$ cat src/rtl/load_store_unit_pkg.sv
// Shared encodings for the load/store unit: memory access functs, FSM states, strobe width.
// Also hosts the alignment rule used when LSU_MISALIGN_CHECK_EN is defined.
package load_store_unit_pkg;

  localparam logic [2:0] FUNCT_MEM_B  = 3'd0;
  localparam logic [2:0] FUNCT_MEM_H  = 3'd1;
  localparam logic [2:0] FUNCT_MEM_W  = 3'd2;
  localparam logic [2:0] FUNCT_MEM_BU = 3'd4;
  localparam logic [2:0] FUNCT_MEM_HU = 3'd5;

  localparam int MEM_STROBE_WIDTH = 4;
  localparam int LSU_STATE_WIDTH  = 3;

  typedef enum logic [LSU_STATE_WIDTH-1:0] {
    LSU_STATE_IDLE    = 3'd0,
    LSU_STATE_RD_ADDR = 3'd1,
    LSU_STATE_RD_DATA = 3'd2,
    LSU_STATE_WR_REQ  = 3'd3,
    LSU_STATE_WR_RESP = 3'd4,
    LSU_STATE_DONE    = 3'd5
  } lsu_state_t;

  // funct[1:0] selects the access size: 0 byte, 1 half, otherwise word.
  function automatic logic access_misaligned(input logic [2:0] funct, input logic [1:0] offset);
    case (funct[1:0])
      2'd0:    return 1'b0;
      2'd1:    return offset[0];
      default: return offset != 2'd0;
    endcase
  endfunction

endpackage

$ cat src/rtl/load_store_unit_lane.sv
// Combinational byte-lane logic: store data replication and strobe generation,
// plus load lane extraction with sign/zero extension.
module lsu_lane
  import load_store_unit_pkg::*;
(
  input  logic [2:0]                  funct,
  input  logic [1:0]                  offset,
  input  logic [31:0]                 store_din,
  input  logic [31:0]                 load_word,
  output logic [31:0]                 store_data,
  output logic [MEM_STROBE_WIDTH-1:0] strobe,
  output logic [31:0]                 load_result
);

  logic [31:0] shifted;

  always_comb begin
    store_data  = store_din;
    strobe      = '1;
    shifted     = load_word;
    load_result = '0;
    case (funct[1:0])
      2'd0: begin
        store_data  = {4{store_din[7:0]}};
        strobe      = 4'b0001 << offset;
        shifted     = load_word >> {offset, 3'b000};
        load_result = funct[2] ? {24'd0, shifted[7:0]} : {{24{shifted[7]}}, shifted[7:0]};
      end
      2'd1: begin
        // Halfword lanes only honour addr[1]; addr[0] is masked here.
        store_data  = {2{store_din[15:0]}};
        strobe      = 4'b0011 << {offset[1], 1'b0};
        shifted     = load_word >> {offset[1], 4'b0000};
        load_result = funct[2] ? {16'd0, shifted[15:0]} : {{16{shifted[15]}}, shifted[15:0]};
      end
      default: begin
        load_result = shifted;
      end
    endcase
  end

endmodule

$ cat src/rtl/load_store_unit.sv
// Data-memory access stage: one bus read or write per load/store pulse, with byte lanes.
// Optional feature macro: LSU_MISALIGN_CHECK_EN (misaligned H/W accesses complete at once with an error).
module load_store_unit
  import load_store_unit_pkg::*;
#(
  parameter int ADDR_WIDTH = 32,
  parameter int DATA_WIDTH = 32
) (
  input  logic                        clk,
  input  logic                        rst,
  input  logic                        load_data,
  input  logic                        store_data,
  input  logic [2:0]                  funct,
  input  logic [ADDR_WIDTH-1:0]       addr,
  input  logic [DATA_WIDTH-1:0]       store_din,
  output logic                        data_valid,
  output logic [DATA_WIDTH-1:0]       load_dout,
  output logic                        misaligned,
  output logic                        dr_addr_valid,
  input  logic                        dr_addr_ready,
  output logic [ADDR_WIDTH-1:0]       dr_addr,
  input  logic                        dr_data_valid,
  output logic                        dr_data_ready,
  input  logic [DATA_WIDTH-1:0]       dr_data,
  output logic                        dw_valid,
  input  logic                        dw_ready,
  output logic [ADDR_WIDTH-1:0]       dw_addr,
  output logic [DATA_WIDTH-1:0]       dw_data,
  output logic [MEM_STROBE_WIDTH-1:0] dw_strobe,
  input  logic                        dw_resp_valid,
  output logic                        dw_resp_ready
);

  lsu_state_t state, state_next;

  logic [2:0]                  funct_q;
  logic [1:0]                  offset_q;
  logic                        misaligned_q;
  logic                        in_idle;
  logic                        req;
  logic                        req_misaligned;
  logic [ADDR_WIDTH-1:0]       word_addr;
  logic [2:0]                  lane_funct;
  logic [1:0]                  lane_offset;
  logic [DATA_WIDTH-1:0]       lane_store_data;
  logic [DATA_WIDTH-1:0]       lane_load_result;
  logic [MEM_STROBE_WIDTH-1:0] lane_strobe;

  assign in_idle   = (state == LSU_STATE_IDLE);
  assign req       = in_idle && (load_data || store_data);
  assign word_addr = {addr[ADDR_WIDTH-1:2], 2'b00};

`ifdef LSU_MISALIGN_CHECK_EN
  assign req_misaligned = access_misaligned(funct, addr[1:0]);
`else
  assign req_misaligned = 1'b0;
`endif

  // The lane block serves the live request in IDLE and the captured one afterwards.
  assign lane_funct  = in_idle ? funct : funct_q;
  assign lane_offset = in_idle ? addr[1:0] : offset_q;

  lsu_lane u_lane (
    .funct       (lane_funct),
    .offset      (lane_offset),
    .store_din   (store_din),
    .load_word   (dr_data),
    .store_data  (lane_store_data),
    .strobe      (lane_strobe),
    .load_result (lane_load_result)
  );

  always_comb begin
    state_next = state;
    case (state)
      LSU_STATE_IDLE: begin
        if (store_data)     state_next = req_misaligned ? LSU_STATE_DONE : LSU_STATE_WR_REQ;
        else if (load_data) state_next = req_misaligned ? LSU_STATE_DONE : LSU_STATE_RD_ADDR;
      end
      LSU_STATE_RD_ADDR: if (dr_addr_ready) state_next = LSU_STATE_RD_DATA;
      LSU_STATE_RD_DATA: if (dr_data_valid) state_next = LSU_STATE_DONE;
      LSU_STATE_WR_REQ:  if (dw_ready)      state_next = LSU_STATE_WR_RESP;
      LSU_STATE_WR_RESP: if (dw_resp_valid) state_next = LSU_STATE_DONE;
      LSU_STATE_DONE:    state_next = LSU_STATE_IDLE;
      default:           state_next = LSU_STATE_IDLE;
    endcase
  end

  // Handshakes: a beat transfers on the rising edge where valid and ready are both high;
  // valids are decoded from the state register so they hold, with stable payload, until then.
  assign dr_addr_valid = (state == LSU_STATE_RD_ADDR);
  assign dr_data_ready = (state == LSU_STATE_RD_DATA);
  assign dw_valid      = (state == LSU_STATE_WR_REQ);
  assign dw_resp_ready = (state == LSU_STATE_WR_RESP);
  assign data_valid    = (state == LSU_STATE_DONE);
  assign misaligned    = data_valid && misaligned_q;

  always_ff @(posedge clk) begin
    if (rst) begin
      state        <= LSU_STATE_IDLE;
      funct_q      <= '0;
      offset_q     <= '0;
      misaligned_q <= 1'b0;
      dr_addr      <= '0;
      dw_addr      <= '0;
      dw_data      <= '0;
      dw_strobe    <= '0;
      load_dout    <= '0;
    end else begin
      state <= state_next;
      if (req) begin
        funct_q      <= funct;
        offset_q     <= addr[1:0];
        misaligned_q <= req_misaligned;
        if (req_misaligned) begin
          load_dout <= '0;
        end else if (store_data) begin
          dw_addr   <= word_addr;
          dw_data   <= lane_store_data;
          dw_strobe <= lane_strobe;
        end else begin
          dr_addr <= word_addr;
        end
      end
      if (dr_data_ready && dr_data_valid) load_dout <= lane_load_result;
    end
  end

endmodule

$ cat config.mk
export PLATFORM = sky130hd
export DESIGN_NAME = load_store_unit
export DESIGN_NICKNAME = d
export VERILOG_FILES = /design/src/rtl/load_store_unit_pkg.sv /design/src/rtl/load_store_unit_lane.sv /design/src/rtl/load_store_unit.sv
export SDC_FILE = /design/constraint.sdc
export NUM_CORES = 1
export LEC_CHECK = 0
export ABC_AREA = 1
export CAP_MARGIN = 0
export CORE_ASPECT_RATIO = 0.7
export CORE_MARGIN = 2
export CORE_UTILIZATION = 41
export DETAILED_ROUTE_END_ITERATION = 10
export MAX_ROUTING_LAYER = met4
export PLACE_DENSITY = 0.89
export SETUP_SLACK_MARGIN = 0.1
export SLEW_MARGIN = 20
export SYNTH_ARGS = -nofsm -noshare
export SYNTH_HDL_FRONTEND = slang
export SYNTH_HIERARCHICAL = 1
export SYNTH_SLANG_ARGS = --single-unit
$ cat constraint.sdc
create_clock -name clk -period 2.4 [get_ports clk]
set_clock_uncertainty 0.1 [all_clocks]
set_input_delay 0.48 -clock clk [delete_from_list [all_inputs] [get_ports clk]]
set_output_delay 0.48 -clock clk [all_outputs]
set_load 0.02 [all_outputs]
Yosys cells after proc, flatten, opt, wreduce, memory -nomap -nowiden
Cells that the tools add are included.

cells by class
  bitwise operators = 1
  shift-type cells = 4
  reductions and logical operators = 8
  multiplexer cells = 14
  eq/ne operators = 11

operators with widths
  kind                                                 number
  one-hot mux 32 bit (2 select lines)                  2
  2-to-1 mux 32 bit                                    2
  >> shifter 32 x 5 -> 16 bit                          1
  >> shifter 32 x 5 -> 8 bit                           1
  2-to-1 mux 3 bit                                     7
  one-hot mux 3 bit (5 select lines)                   1
  one-hot mux 4 bit (2 select lines)                   1
  equality test 3 x 2 -> 1 bit, second input constant  2
  equality test 3 bit, second input constant           2
  AND reduction 5 bit                                  1
  != test 2 x 1 -> 1 bit, second input constant        2
  != test 2 bit, second input constant                 2
  AND reduction 2 bit                                  2
  << shifter 1 x 2 -> 4 bit, first input constant      1
  << shifter 2 x 2 -> 4 bit, first input constant      1
  equality test 3 x 1 -> 1 bit, second input constant  1
  zero test 3 bit                                      1
  != test 3 bit, second input constant                 1
  equality test 2 x 1 -> 1 bit, second input constant  1
  logical AND 1 bit                                    2
  zero test 2 bit                                      1
  2-to-1 mux 2 bit                                     1
  logical OR 1 bit                                     1
  inverter 1 bit                                       1

storage, ports and cells
  output and inout bits = 138
  word-level logic and storage cells = 46
  register bits = 136

Logic depth before layout (Yosys ltp)
Gate-level depths: netlist of the first run.

  word-level depth = 5
  depth in mapped cells = 18

Hierarchy
Netlist of the first run, hierarchy kept.

modules (own cells, without submodules)
  module           cells each  sequential area each (µm²)  area an instance (µm²)  times used
  load_store_unit  659         2722.6                      5577.8                  1
  lsu_lane         236         0.0                         1081.0                  1

Worst setup path after synthesis of the first run
OpenSTA, ideal clock, no wires.

  path kind = register -> register
  start point = reg state[1]
  end point = reg load_dout[31]
  path buffers = 3
  arrival = 2.274 ns
  setup slack = -0.045 ns
  cell stages (with the launch flop) = 14
  period minus slack after synthesis = 2.445 ns
  cells stage by stage = dfxtp_1 > nor2_4 > nand2_4 > inv_4 > buf_6 > buf_2 > o21ai_0 > nand2_4 > inv_2 > nand3_2 > buf_2 > nand3_1 > nand3_1 > a21oi_1

on the way
  elaborated cells on any way between the ends = 12
  those cells by class = eq/ne: 2; shift: 2; mux: 5; reduce/logical: 3

RTL lines
  what                                                             RTL line                    RTL
  from (decl)                                                      load_store_unit.sv:34       lsu_state_t state, state_next;
  from (signal assigned)                                           load_store_unit.sv:110      state <= state_next;
  zero test 3 bit (*)                                              load_store_unit.sv:49       assign in_idle = (state == LSU_STATE_IDLE);
  2-to-1 mux 3 bit (*)                                             load_store_unit.sv:60       assign lane_funct = in_idle ? funct : funct_q;
  via lane_funct[0]                                                load_store_unit.sv:43       logic [2:0] lane_funct;
  equality test 2 x 1 -> 1 bit or zero test 2 bit (tied branches)  load_store_unit_lane.sv:22  case (funct[1:0])
  one-hot mux 32 bit (2 select lines) (*)                          load_store_unit_lane.sv:22
  via lane_load_result[31]                                         load_store_unit.sv:46       logic [DATA_WIDTH-1:0] lane_load_result;
  to (signal assigned)                                             load_store_unit.sv:125      if (dr_data_ready && dr_data_valid) load_dout <= lane_load_result;
  to (decl)                                                        load_store_unit.sv:17       output logic [DATA_WIDTH-1:0] load_dout,

The timed path passes the listed nets; every way through them passes the cells marked *.
A chain may end at the register's enable or synchronous reset.

Worst setup path in the final report of the first run
  start point = reg state[1]
  end point = out dw_resp_ready

on the way
  word-level cells in the longest chain between the ends = 1

ends and longest elaborated chain
  what                 RTL line               RTL
  equality test 3 bit  load_store_unit.sv:94  assign dw_resp_ready = (state == LSU_STATE_WR_RESP);
  to (decl)            load_store_unit.sv:31  output logic dw_resp_ready

Every way passes these cells.

==> results of run 1 <==
[flip-flops by register name (all words and copies together), names as in the netlist]
signal / flops
dw_data: 32
dw_strobe: 4
offset_q: 2
funct_q: 3
load_dout: 32
state: 3
dw_addr: 30
dr_addr: 30
[cells in the final DEF, fill, tap and decap left out, types with 3 or more instances in the layout]
cell type and instances:
nor2_1 14, nand2_2 52, buf_4 24, inv_1 22
dfxtp_1 135, bufinv_16 3, o21ai_0 11, a21oi_2 50
nand2_4 4, inv_2 7, clkbuf_16 17, nand2_1 264
clkdlybuf4s50_1 232, nor2_4 5, buf_12 6, clkbuf_8 3
a21oi_1 85, nand3_2 11, clkinv_2 4, conb_1 5
nand3_1 143, dlygate4sd2_1 5
[critical path: cells and delay by family (launching register included)]
kind                   cells  cell delay, ps
and+or+nand+nor            2             280
buffers and inverters      3             570
DFF                        1             330
[timing repair]
action                     in CTS  in global routing
buffers inserted                0                  2
pin swaps                       0                  3
setup endpoints to repair      29                 35
resized for setup               7                  8
hold buffers                    0                  0
gates cloned                    0                  0
[layer usage]
layer | global-route usage (%) | up-vias | wire length, um
li1 | - | 3339 | -
met1 | 31.5 | 3261 | 8850
met2 | 40.6 | 405 | 10300
met3 | 6.32 | 42 | 2010
met4 | 8.75 | 0 | 516
met5 | - | - | 0
[layout make-up]
cell class / instances / area, sq um
fillers: 1335 / 5970
clock inverters: 11 / 146
multi-input cells: 653 / 3330
well taps: 200 / 250
clock buffers: 20 / 467
flip-flops and latches: 136 / 2720
inverters: 32 / 134
repair buffers: 268 / 2670
[stage by stage]
| step | total power [mW] | hold WS [ps] | setup WS [ps] |
|---|---|---|---|
| final | 11.8 | 279 | 236 |
| after floorplan | 7.04 | 324 | 119 |
| after detailed placement | 8.94 | 345 | -55.7 |
| after global placement | 8.83 | 332 | 36.2 |
| after global routing | 12.5 | 269 | 125 |
| after CTS | 11.7 | 261 | 123 |
[worst paths after layout]
check        depth (start not counted)       endpoint
max                                  5  dw_resp_ready
min                                  2   load_dout[2]
max reg2reg                         13   load_dout[0]
min reg2reg                          2     funct_q[2]
[cell families (layout without fill, tap and decap cells)]
logic type / Yosys count / count (layout)
buf+inv: 110 / 331
simple gates: 496 / 496
compound gates: 152 / 152
other cells: 1 / 5
flops: 136 / 136
[power groups by stage]
stage	Combinational, mW	Sequential [mW]	Clock, mW
global route	6.60	3.07	2.85
detailed placement	5.89	3.05	0
global placement	5.79	3.04	0
CTS	5.95	3.01	2.74
floorplan	3.50	3.54	0
finish	6.08	3.02	2.71
==> results.md, run 1 <==
- All-Layer GR Usage: 25.5%
- Sequential power share: 25.5%
- N_diodes: 0
- CP startpoint: state[1]
- Post-Syn Area: 6660 sq um
- VDD IR-drop max: 639 uV
- Grt ovf: 0
- PwrDens: approximately 1200 nW/um^2
- Fin crit share: about nine tenths
- WL final: 21600 um
- Most frequent cells after synthesis: nand2_1, nand3_1, dfxtp_1
- Compound-Gate Fraction of Synth Area: about 14%
- Yosys reg bits: 136
- Setup Viol. Count Final: 0
- Worst-Skew Late Latency: between 400 and 500 ps
- TritonCTS buffer count: 17
- Clk sinks: 136
- RSZ-0062 raised after global routing: no
- Crit path cell chain: buf_4, nor2_1, nand2_1, inv_1, dlygate4sd2_1
- Final core occ: 61.9%
- Height of the die: 111 um
- Final worst path period need: 2160 ps
- Design Area, Final: just under 10000 sq um
- Largest net degree at the start of global routing: 58
- Final setup TNS: 0 ps
- Final Wtd Congestion: 0.897
- Worst setup SP type: flip-flop
- Crit Path Class: flip-flop to output pin
- Largest family of logic cells by synthesized area: simple AND/OR/NAND/NOR gates
- Synth warnings: 6
- Via/cell ratio: 5.34
- R2R Setup Slk: 260 ps
- Simple-gate area share of the yosys netlist: 34.7%
- Worst-path clk slew: 60 ps
- Internal cell power: 6.77 mW
- Endpoints failing hold: 0
- Die Wd: 156 um
- HPWL after DPL: 15300 um
- WP data arrival: 1580 ps
- DP Cell Count: approximately 1.3k
- Asr flop ratio synth: 0%
- Comb pwr share: 51.5%
- DRC Markers: 0
- Final non-filler cell total: 1320
- Post-Synth Adder-Cell Area: 0%
- Clock network power share: 22.9%
- Max incr delay on CP: 350 ps
- Switching power total: between 5 and 6 mW
- Core Region: around 16000 sq um
- Root buffer cell: clkbuf_16
- Net Sw Frac: a little over two fifths
- Mux cell area share after synthesis: 0%
- Post-detailed-route wirelength per cell: 16.4 um
- P&R area growth vs syn: 45.9%
- Vias in the first global route: 6746
- Io pins: 245
- Max frequency: about 460 MHz
- Starting density of the core: a little over two fifths
- Placed instance area: between 9000 and 10000 sq um
- CP max stage cell: dlygate4sd2_1
- CP required: 1820 ps
- Sequential area share after synthesis: 40.9%
- Outcome: finished clean
- Clock buffer depth: 2
- Most used DFF post-synth: dfxtp_1
- EDFF count, synth: 0
- Post-Synth XOR/XNOR Area: 0%
- Post-route ant nets: 0
- TritonCTS clock tree: yes
- RR Startpoint: state[1]
- Synth area leader: dfxtp_1
- Final #Nets: 1215
- Leak: 3.72 nW
- Row cnt: 38
- Initial antenna violation count: 0
- Avg Inst Size Synth: around 7.4 sq um
- Max Cap Viol: 0
- Die footprint: 17300 sq um
- Slew Limit Fails: 0
- Critical path capture point type: output pin
- Synth area leaders: dfxtp_1, nand2_1, nand3_1
- DRT Pass-1 Iters: 7
- Vias: 7047
- Port Buffer Count: between 200 and 250
- H-tree depth: 4
- Hold crit path type: input port to flip-flop
- Crit path max fanout: 6
- Top-area cell type share of the netlist area: 40.9%
- Syn Inst Count: about 900
- DRT iter0 DRCs: 603
- Most common cell in the netlist: nand2_1
- HP Start: rst
- Share of cells above drive strength 1: 17.9%
- Count of cell types in the netlist: 29
- First-pass GRT wire length: approximately 35000 um
Power figures use the tool's default switching activity.
==> run 2, diff against run 1 <==
--- a/config.mk
+++ b/config.mk
@@ -19,3 +19,4 @@
 export SYNTH_HDL_FRONTEND = slang
 export SYNTH_HIERARCHICAL = 1
 export SYNTH_SLANG_ARGS = --single-unit
+export TNS_END_PERCENT = 20
==> results.md, run 2 (synthesis gave the netlist of run 1 again) <==
- Design Area, Final: 9720 sq um (about the same)
- Slew Limit Fails: 0 (unchanged)
- Leak: 3.74 nW (+0.74%)
- Largest net degree at the start of global routing: 58 (unchanged)
- N_diodes: 0 (unchanged)
- Via/cell ratio: 5.29 (-0.83%)
- P&R area growth vs syn: 46.0% (about the same)
- Placed instance area: 9070 sq um (unchanged)
- Most frequent cells in the layout: nand2_1, clkdlybuf4s50_1, nand3_1
- Vias: 6983 (-0.91%)
- Io pins: 245 (unchanged)
- TritonCTS buffer count: 17 (unchanged)
- Post-detailed-route wirelength per cell: 16.5 um (+0.44%)
- Commonest non-fill, non-tap cell in the layout: nand2_1
- Max incr delay on CP: 370 ps (+20 ps)
- DRT Pass-1 Iters: 6 (-1)
- Core Region: 15700 sq um (unchanged)
- Regs by FF count: dw_data x32, load_dout x32
- DRT iter0 DRCs: 606 (+0.50%)
- Max Cap Viol: 0 (unchanged)
- Final Wtd Congestion: 0.897 (unchanged)
- CP required: 2640 ps (+820 ps)
- RR Startpoint: state[2]
- Crit path max fanout: 14 (+8)
- Worst-Skew Late Latency: 410 ps (about the same)
- Final core occ: 62.0% (about the same)
- Starting density of the core: 42.4% (unchanged)
- CP startpoint: state[2]
- Fin crit share: 93.9% (+3.7 points)
- DRC Markers: 0 (unchanged)
- Root buffer cell: clkbuf_16
- TritonCTS clock tree: yes
- Height of the die: 111 um (unchanged)
- Worst-path clk slew: 60 ps (about the same)
- WP data arrival: 2500 ps (+920 ps)
- Crit path cell chain: nor2_4, nand2_4, inv_6, nand2_1, o21ai_1, nand2_4, nor2_4, inv_1, nand2_2, nand2_1, nand3_1, nand3_1, a21oi_1
- First-pass GRT wire length: 34500 um (unchanged)
- Clk sinks: 136 (unchanged)
- Post-route ant nets: 0 (unchanged)
- CP max stage cell: dfxtp_1
- Setup Viol. Count Final: 0 (unchanged)
- VDD IR-drop max: 604 uV (-5.4%)
- H-tree depth: 4 (unchanged)
- Final worst path period need: 2250 ps (+89.4 ps)
- Vias in the first global route: 6746 (unchanged)
- Grt ovf: 0 (unchanged)
- Max frequency: 444 MHz (-4.0%)
- Worst setup SP type: flip-flop
- Outcome: finished clean
- PwrDens: 1210 nW/um^2 (-0.20%)
- Initial antenna violation count: 0 (unchanged)
- Share of cells above drive strength 1: 17.6% (-0.25 points)
- Die Wd: 156 um (unchanged)
- Critical path capture point type: flip-flop
- Crit Path Class: flip-flop to flip-flop
- Hold crit path type: input port to flip-flop
- Final #Nets: 1214 (-0.082%)
- Post-Place Setup Slack: -55.7 ps (unchanged)
- Endpoints failing hold: 0 (unchanged)
- HPWL after DPL: 15300 um (unchanged)
- WL final: 21700 um (+0.37%)
- Clock buffer depth: 2 (unchanged)
- Seq. cell area: 2720 sq um (about the same)
- HP Start: rst
- Area of the multi-input gates: 3340 sq um (+0.34%)
- Die footprint: 17300 sq um (unchanged)
- Row cnt: 38 (unchanged)
- RSZ-0062 raised after global routing: yes
- Port Buffer Count: 239 (unchanged)
- All-Layer GR Usage: 25.5% (unchanged)
- Fillers: 1334 (-0.075%)
- Final worst slack: 147 ps (-89.4 ps)
## run 2: through the flow
step | setup TNS [ps] | power [mW] | hold WS [ps] | instances
3_3_place_gp | 0 | 8.83 | 332 | 1287
5_1_grt | 0 | 12.5 | 269 | 1319
3_5_place_dp | -432 | 8.94 | 345 | 1287
6_report | 0 | 11.8 | 273 | 1319
2_1_floorplan | 0 | 7.04 | 324 | 899
4_1_cts | 0 | 11.7 | 261 | 1318
## run 2: final cells by class
class / instances / area share (%)
multi-input combinational: 654 / 34.3
sequential: 136 / 28.0
timing repair buffer: 266 / 27.4
clock buffer: 20 / 4.80
tap: 200 / 2.57
clock inverter: 11 / 1.51
inverter: 32 / 1.38
## run 2: final timing paths
kind              slack [ps]      endpoint  cells past startpoint
setup / recovery         150  load_dout[6]                     13
setup reg to reg         150  load_dout[6]                     13
hold reg to reg          350    funct_q[2]                      2
hold / removal           270  load_dout[2]                      2
## run 2: metal layers
layer  up-vias  track usage (%)  wire length (um)
li1       3342                -                 -
met1      3228             31.5              9100
met2       371             40.6             10200
met3        42             6.32              1930
met4         0             8.75               512
met5         -                -                 0
## run 2: repair_timing
action	in CTS	in global routing
gates resized for setup	4	8
setup buffers	0	0
pin swaps	0	1
hold buffers	0	0
setup endpoints to repair	29	38
gates cloned	0	1
## run 2: critical path, delay by kind of cell (launching register included)
| family | cells | cell delay (ps) |
|---|---|---|
| AND/OR/NAND/NOR | 9 | 1040 |
| flip-flops | 1 | 370 |
| AO/OA/AOI/OAI | 2 | 420 |
| buffers and inverters | 2 | 240 |
## run 2: where the power goes
group	internal [mW]	switching (mW)
clock network	1.71	0.998
logic	2.29	3.78
registers	2.74	0.277
total	6.74	5.06
==> run 3, diff against run 2 <==
--- a/config.mk
+++ b/config.mk
@@ -11,6 +11,7 @@
 export CORE_MARGIN = 2
 export CORE_UTILIZATION = 41
 export DETAILED_ROUTE_END_ITERATION = 10
+export GPL_TIMING_DRIVEN = 1
 export MAX_ROUTING_LAYER = met4
 export PLACE_DENSITY = 0.89
 export SETUP_SLACK_MARGIN = 0.1
==> results of run 3 <==
The final DEF is identical to that of run 2; final timing and power are the same.
